[config.mk]
export PLATFORM = sky130hd
export DESIGN_NAME = instr_decode_stage
export DESIGN_NICKNAME = d
export VERILOG_FILES = /design/src/rtl/instr_decode_stage.sv
export SDC_FILE = /design/constraint.sdc
export NUM_CORES = 1
export LEC_CHECK = 0
export CELL_PAD_IN_SITES_DETAIL_PLACEMENT = 1
export CELL_PAD_IN_SITES_GLOBAL_PLACEMENT = 2
export CORE_UTILIZATION = 25
export CTS_CLUSTER_SIZE = 25
export DETAILED_ROUTE_END_ITERATION = 7
export GPL_ROUTABILITY_DRIVEN = 0
export PLACE_DENSITY = 0.56
export SLEW_MARGIN = 20
export SYNTH_ARGS = -nofsm -noshare
export SYNTH_HDL_FRONTEND = slang
export SYNTH_SLANG_ARGS = --single-unit
[constraint.sdc]
create_clock -name clk -period 4.1 [get_ports clk]
set_clock_uncertainty 0.1 [all_clocks]
set_input_delay 0.615 -clock clk [delete_from_list [all_inputs] [get_ports clk]]
set_output_delay 0.615 -clock clk [all_outputs]
set_load 0.01 [all_outputs]
[src/rtl/instr_decode_stage.sv]
// instr_decode_stage: multicycle fetch/decode/exec/writeback controller
// for the 8-bit MIPS MPU; owns the PC, the IR and the 8x8 register file.
module instr_decode_stage #(
    parameter int IMEM_AW = 8,
    parameter int IMM_W   = 7
) (
    input  logic               clk,
    input  logic               reset,
    input  logic               run,
    output logic [IMEM_AW-1:0] imem_addr,
    output logic               imem_req,
    input  logic               imem_valid,
    input  logic [15:0]        imem_data,
    output logic [7:0]         ALU_src1,
    output logic [7:0]         ALU_src2,
    output logic [2:0]         ALU_fn,
    input  logic [7:0]         alu_result,
    input  logic               alu_zero,
    output logic [IMEM_AW-1:0] pc,
    output logic               retire,
    output logic [1:0]         state_dbg
);

    typedef enum logic [1:0] {
        S_FETCH  = 2'b00,
        S_DECODE = 2'b01,
        S_EXEC   = 2'b10,
        S_WB     = 2'b11
    } state_t;

    state_t             r_state;
    state_t             w_state_next;

    logic [IMEM_AW-1:0] r_pc;
    logic [15:0]        r_ir;
    logic [7:0]         r_src1;
    logic [7:0]         r_src2;
    logic [2:0]         r_fn;
    logic [7:0]         r_result;
    logic [7:0]         r_rf [8];

    logic [2:0]         w_op;
    logic [2:0]         w_rd;
    logic [2:0]         w_rs;
    logic [2:0]         w_rt;
    logic [IMM_W-1:0]   w_imm;
    logic [7:0]         w_imm_sext;
    logic [IMEM_AW-1:0] w_pc_off;

    logic               w_is_rrr;
    logic               w_is_imm;
    logic               w_is_beq;

    logic [7:0]         w_rd_val;
    logic [7:0]         w_rs_val;
    logic [7:0]         w_rt_val;
    logic [7:0]         w_src1;
    logic [7:0]         w_src2;

    logic               w_fetch_fire;
    logic               w_rf_we;
    logic               w_beq_taken;
    logic [IMEM_AW-1:0] w_pc_next;
    logic               w_unused;

    // Instruction field extraction
    assign w_op  = r_ir[15:13];
    assign w_rd  = r_ir[12:10];
    assign w_rs  = r_ir[9:7];
    assign w_rt  = r_ir[6:4];
    assign w_imm = r_ir[IMM_W-1:0];

    assign w_imm_sext = {{(8-IMM_W){w_imm[IMM_W-1]}}, w_imm};
    assign w_pc_off   = {{(IMEM_AW-IMM_W){w_imm[IMM_W-1]}}, w_imm};

    assign w_is_rrr = ~w_op[2];
    assign w_is_imm = w_op[2] & ~(&w_op);
    assign w_is_beq = &w_op;

    // R0 is hard-wired to zero on every read port
    assign w_rd_val = (w_rd == 3'd0) ? 8'd0 : r_rf[w_rd];
    assign w_rs_val = (w_rs == 3'd0) ? 8'd0 : r_rf[w_rs];
    assign w_rt_val = (w_rt == 3'd0) ? 8'd0 : r_rf[w_rt];

    always_comb begin
        w_src1 = w_rs_val;
        w_src2 = w_rt_val;
        unique case (1'b1)
            w_is_rrr: begin
                w_src1 = w_rs_val;
                w_src2 = w_rt_val;
            end
            w_is_imm: begin
                w_src1 = w_rs_val;
                w_src2 = w_imm_sext;
            end
            w_is_beq: begin
                w_src1 = w_rd_val;
                w_src2 = w_rs_val;
            end
            default: ;
        endcase
    end

    // ADD..LW write back; SW and BEQ do not
    assign w_rf_we     = (w_op <= 3'b101) && (w_rd != 3'd0);
    assign w_beq_taken = w_is_beq && (r_src1 == r_src2);
    assign w_pc_next   = w_beq_taken ? (r_pc + w_pc_off)
                                     : (r_pc + IMEM_AW'(1));

    assign w_fetch_fire = imem_req && imem_valid;

    // State register
    always_ff @(posedge clk) begin
        if (reset) begin
            r_state <= S_FETCH;
        end else begin
            r_state <= w_state_next;
        end
    end

    // Next-state logic
    always_comb begin
        w_state_next = r_state;
        unique case (r_state)
            S_FETCH:  if (w_fetch_fire) w_state_next = S_DECODE;
            S_DECODE: w_state_next = S_EXEC;
            S_EXEC:   w_state_next = S_WB;
            S_WB:     w_state_next = S_FETCH;
            default:  w_state_next = S_FETCH;
        endcase
    end

    // State-decoded outputs
    always_comb begin
        imem_req = 1'b0;
        retire   = 1'b0;
        unique case (r_state)
            S_FETCH: imem_req = run;
            S_WB:    retire   = 1'b1;
            default: ;
        endcase
    end

    // Datapath registers and register file
    always_ff @(posedge clk) begin
        if (reset) begin
            r_pc     <= '0;
            r_ir     <= '0;
            r_src1   <= '0;
            r_src2   <= '0;
            r_fn     <= '0;
            r_result <= '0;
            for (int i = 0; i < 8; i++) begin
                r_rf[i] <= '0;
            end
        end else begin
            unique case (r_state)
                S_FETCH: begin
                    if (w_fetch_fire) r_ir <= imem_data;
                end
                S_DECODE: begin
                    r_fn   <= w_op;
                    r_src1 <= w_src1;
                    r_src2 <= w_src2;
                end
                S_EXEC: begin
                    r_result <= alu_result;
                end
                S_WB: begin
                    if (w_rf_we) r_rf[w_rd] <= r_result;
                    r_pc <= w_pc_next;
                end
                default: ;
            endcase
        end
    end

    assign imem_addr = r_pc;
    assign pc        = r_pc;
    assign ALU_src1  = r_src1;
    assign ALU_src2  = r_src2;
    assign ALU_fn    = r_fn;
    assign state_dbg = r_state;

    // Zero flag is not used for branch resolution here
    assign w_unused = alu_zero;

endmodule
==> impl_metrics.csv <==
group,metric,value,unit
synth,muxShareOfSynthArea,23.1,%
timing,slew_headroom,29.2,%
setup_path,slowest_delay,0.52,ns
setup_path,crit_chain,"xnor2_1 -> nand4_1 -> nor3_1 -> and2_1 -> ha_1 -> a21oi_1 -> a211oi_1 -> or3_1 -> mux2i_1 -> mux2_2",
place,dpl_worst_slack,0.870,ns
outcome,violations,"design-rule violations",
pwr,p_int,2.81,mW
global_routing,grt_pass1_vias,4932,
pwr,power_density,496,nW/um^2
routing,via_count,4604,
timing,min_period,3.15,ns
die,io_pins,68,
die,die_area,27800,um^2
synth,synth_edf_count,64,
setup_path,worstPathArrival,3.35,ns
cts,cts_resized,0,
pwr,static-leakage-power,2.85,nW
timing,maxSlewViolCount,0,
setup_path,endpoint_kind,"flip-flop",
routing,viasPerCell,4.71,
final_layout,syn_to_final_growth,21.7,%
cts,ctsHtreeMaxLevel,4,
synth,ys_ff_latch,126,
global_routing,grt-ovfl-total,0,
final_layout,drive_gt1_share,14.0,%
synth,netlist_area,6780,um^2
routing,drtAntennaViolNets,0,
cts,clk_latency,0.42,ns
final_layout,final_nets,672,
die,start_util,25.7,%
pwr,peakVddDrop,0.250,mV
cts,cts_setup_buffers,0,
synth,synthArstFlopShare,0,%
final_layout,fillers,2842,
global_routing,antenna_found_initial,0,
timing,max_freq,0.317,GHz
routing,routed_wl,18700,um
outcome,outcome,"complete, but fails checks",
synth,syn_inst,575,
min_path,hold_path.class,"reg -> reg",
routing,first_pass_iters,8,
setup_path,required,4.29,ns
timing,rsz0062_at_grt,"no",
place,io_buffer_count,66,
pwr,clkPwrFrac,35.5,%
timing,finalCritPeriodShare,76.8,%
die,placementRows,59,
cts,cts_sinks,126,
synth,synth_top_area_share,28.4,%
cts,cts_buffers,17,
final_layout,diodes,0,
global_routing,grt_usage,14.1,%
synth,synthAdderAreaFrac,2.51,%
setup_path,crit_fanout,7,
cts,cts_tree,"yes",
synth,yosys.area.top_type,"edfxtp_1",
pwr,seqPwrFrac,40.9,%
timing,worst_slack,0.949,ns
setup_path,critPathSlowestCell,"nor3_1",
synth,synth_top_family_by_area,"multiplexers",
synth,ys_types,48,
pwr,p_total,4.09,mW
timing,setup_viol,0,
pwr,comb_power_share,23.6,%
pwr,p_sw_share,31.4,%
cts,cts_max_path_buffers,2,
global_routing,grt_pass1_wl,29600,um
synth,yosysSeqAreaShare,46.7,%
synth,yosys.area_share.simple,16.0,%
synth,synthXorXnorAreaFrac,1.16,%
die,core_area,26400,um^2
final_layout,finalNonFillerCells,978,
pwr,switchingPower,1.28,mW
place,hpwlAfterDp,13800,um
timing,fin_tns_setup,0,ns
synth,synth_flop_cell,"edfxtp_1",
timing,hold_viol,0,
synth,netlist_top_cells_area,"edfxtp_1, dfxtp_1, mux4_2",
routing,wl_per_cell,19.1,um
routing,post-route-drc-count,7,
synth,synth_compound_area_share,5.87,%
cts,path_clk_slew,0.06,ns
place,place_inst,946,
run,cap_violations,0,
timing,worst_pin_slew,1.06,ns
cts,root_buffer,"clkbuf_16",
synth,synth_warnings,0,
setup_path,startpoint_type,"flip-flop",
synth,syn_avg_cell_area,11.8,um^2
cts,cts_hold_buf,0,
global_routing,grt_max_degree,52,
setup_path,worstSetupPathType,"reg -> reg",
timing,hold_ws,0.378,ns
die,die_w,167,um
die,fp.dieH,167,um
routing,drt-initial-drc-count,207,
==> critical path: cells and delay by family (launching register included) <==
family,cells,cell delay (ns)
xor gates and xnor gates,1,0.14
DFF,1,0.39
AOI/OAI and AO/OA,2,0.39
muxes,2,0.50
adders and majority gates,1,0.26
and+or+nand+nor,4,1.26
==> power groups by stage <==
stage / registers, mW / logic (mW) / clock network (mW)
after floorplan: 1.62 / 0.640 / 0
after global placement: 1.69 / 0.977 / 0
after detailed placement: 1.71 / 0.982 / 0
after CTS: 1.68 / 0.986 / 1.49
after global routing: 1.70 / 1.07 / 1.55
final: 1.67 / 0.967 / 1.45
==> layout make-up <==
type | instances | area [um^2] | share of cell area, %
Timing Repair Buffer | 77 | 738 | 8.95
Clock buffer | 17 | 425 | 5.16
Multi-Input combinational cell | 399 | 3330 | 40.4
Clock inverter | 15 | 135 | 1.64
Tap cell | 335 | 419 | 5.08
Sequential cell | 126 | 3160 | 38.4
Inverter | 9 | 33.8 | 0.410
==> worst paths after layout <==
check	from	end	slack, ns	depth (start not counted)
setup reg to reg	ALU_src1[6]	imem_addr[7]	0.95	10
hold reg to reg	r_ir[8]	r_ir[8]	0.38	2
hold / removal	r_ir[8]	r_ir[8]	0.38	2
setup / recovery	ALU_src1[6]	imem_addr[7]	0.95	10
==> stage by stage <==
step	util, %	cell area (um^2)
6_report	31.3	8250
5_1_grt	31.3	8250
4_1_cts	31.3	8240
3_5_place_dp	29.1	7680
3_3_place_gp	29.1	7680
2_1_floorplan	-	6800
==> layout by cell type (no fill, tap or decap), drive strengths merged, types with 2 or more instances in the layout <==
master          n
clkdlybuf4s50  65
edfxtp         64
and2           63
dfxtp          62
nand2          58
mux4           48
nor2           43
mux2i          30
nor3           24
a21oi          24
clkbuf         17
o21ai          14
inv            14
ha             12
buf            12
mux2            9
xnor2           8
o22ai           8
conb            8
a221oi          8
nand3           6
or2             6
clkinv          5
nor2b           4
clkinvlp        4
and3            3
a211oi          3
nor3b           3
and3b           2
o211ai          2
o31ai           2
a21boi          2
==> cell usage after synthesis, types with 6 or more instances <==
| cell type | instances |
|---|---|
| edfxtp_1 | 64 |
| and2_1 | 63 |
| dfxtp_1 | 62 |
| nand2_1 | 58 |
| nor2_1 | 43 |
| mux2i_1 | 30 |
| mux4_2 | 26 |
| a21oi_1 | 24 |
| nor3_1 | 24 |
| clkbuf_1 | 23 |
| mux4_1 | 22 |
| o21ai_0 | 14 |
| ha_1 | 12 |
| buf_4 | 9 |
| mux2_2 | 9 |
| inv_1 | 8 |
| o22ai_1 | 8 |
| xnor2_1 | 8 |
| a221oi_1 | 7 |
| buf_2 | 6 |
| nand3_1 | 6 |
| or2_2 | 6 |
==> registers in the layout, summed over array words and instances, names as in the netlist, named ones only <==
signal and flops:
r_rf 64, r_ir 16, ALU_src1 8, ALU_src2 8, imem_addr 8, r_result 8, ALU_fn 3, state_dbg 2
==> cell families after synthesis <==
family          count (synthesis)
compound gates                 65
xor+xnor                        9
fa+ha+maj                      13
buf+inv                        57
flops                         126
mux                            87
other cells                     1
simple gates                  217
==> per-layer routing <==
layer,part of all wire [%],up-vias,track usage (%)
met5,0,-,0
met3,3.3,10,2.83
met4,0.66,0,3.42
met1,48,2301,18.9
met2,48,80,23.1
li1,-,2213,-
Power figures use the tool's default switching activity.
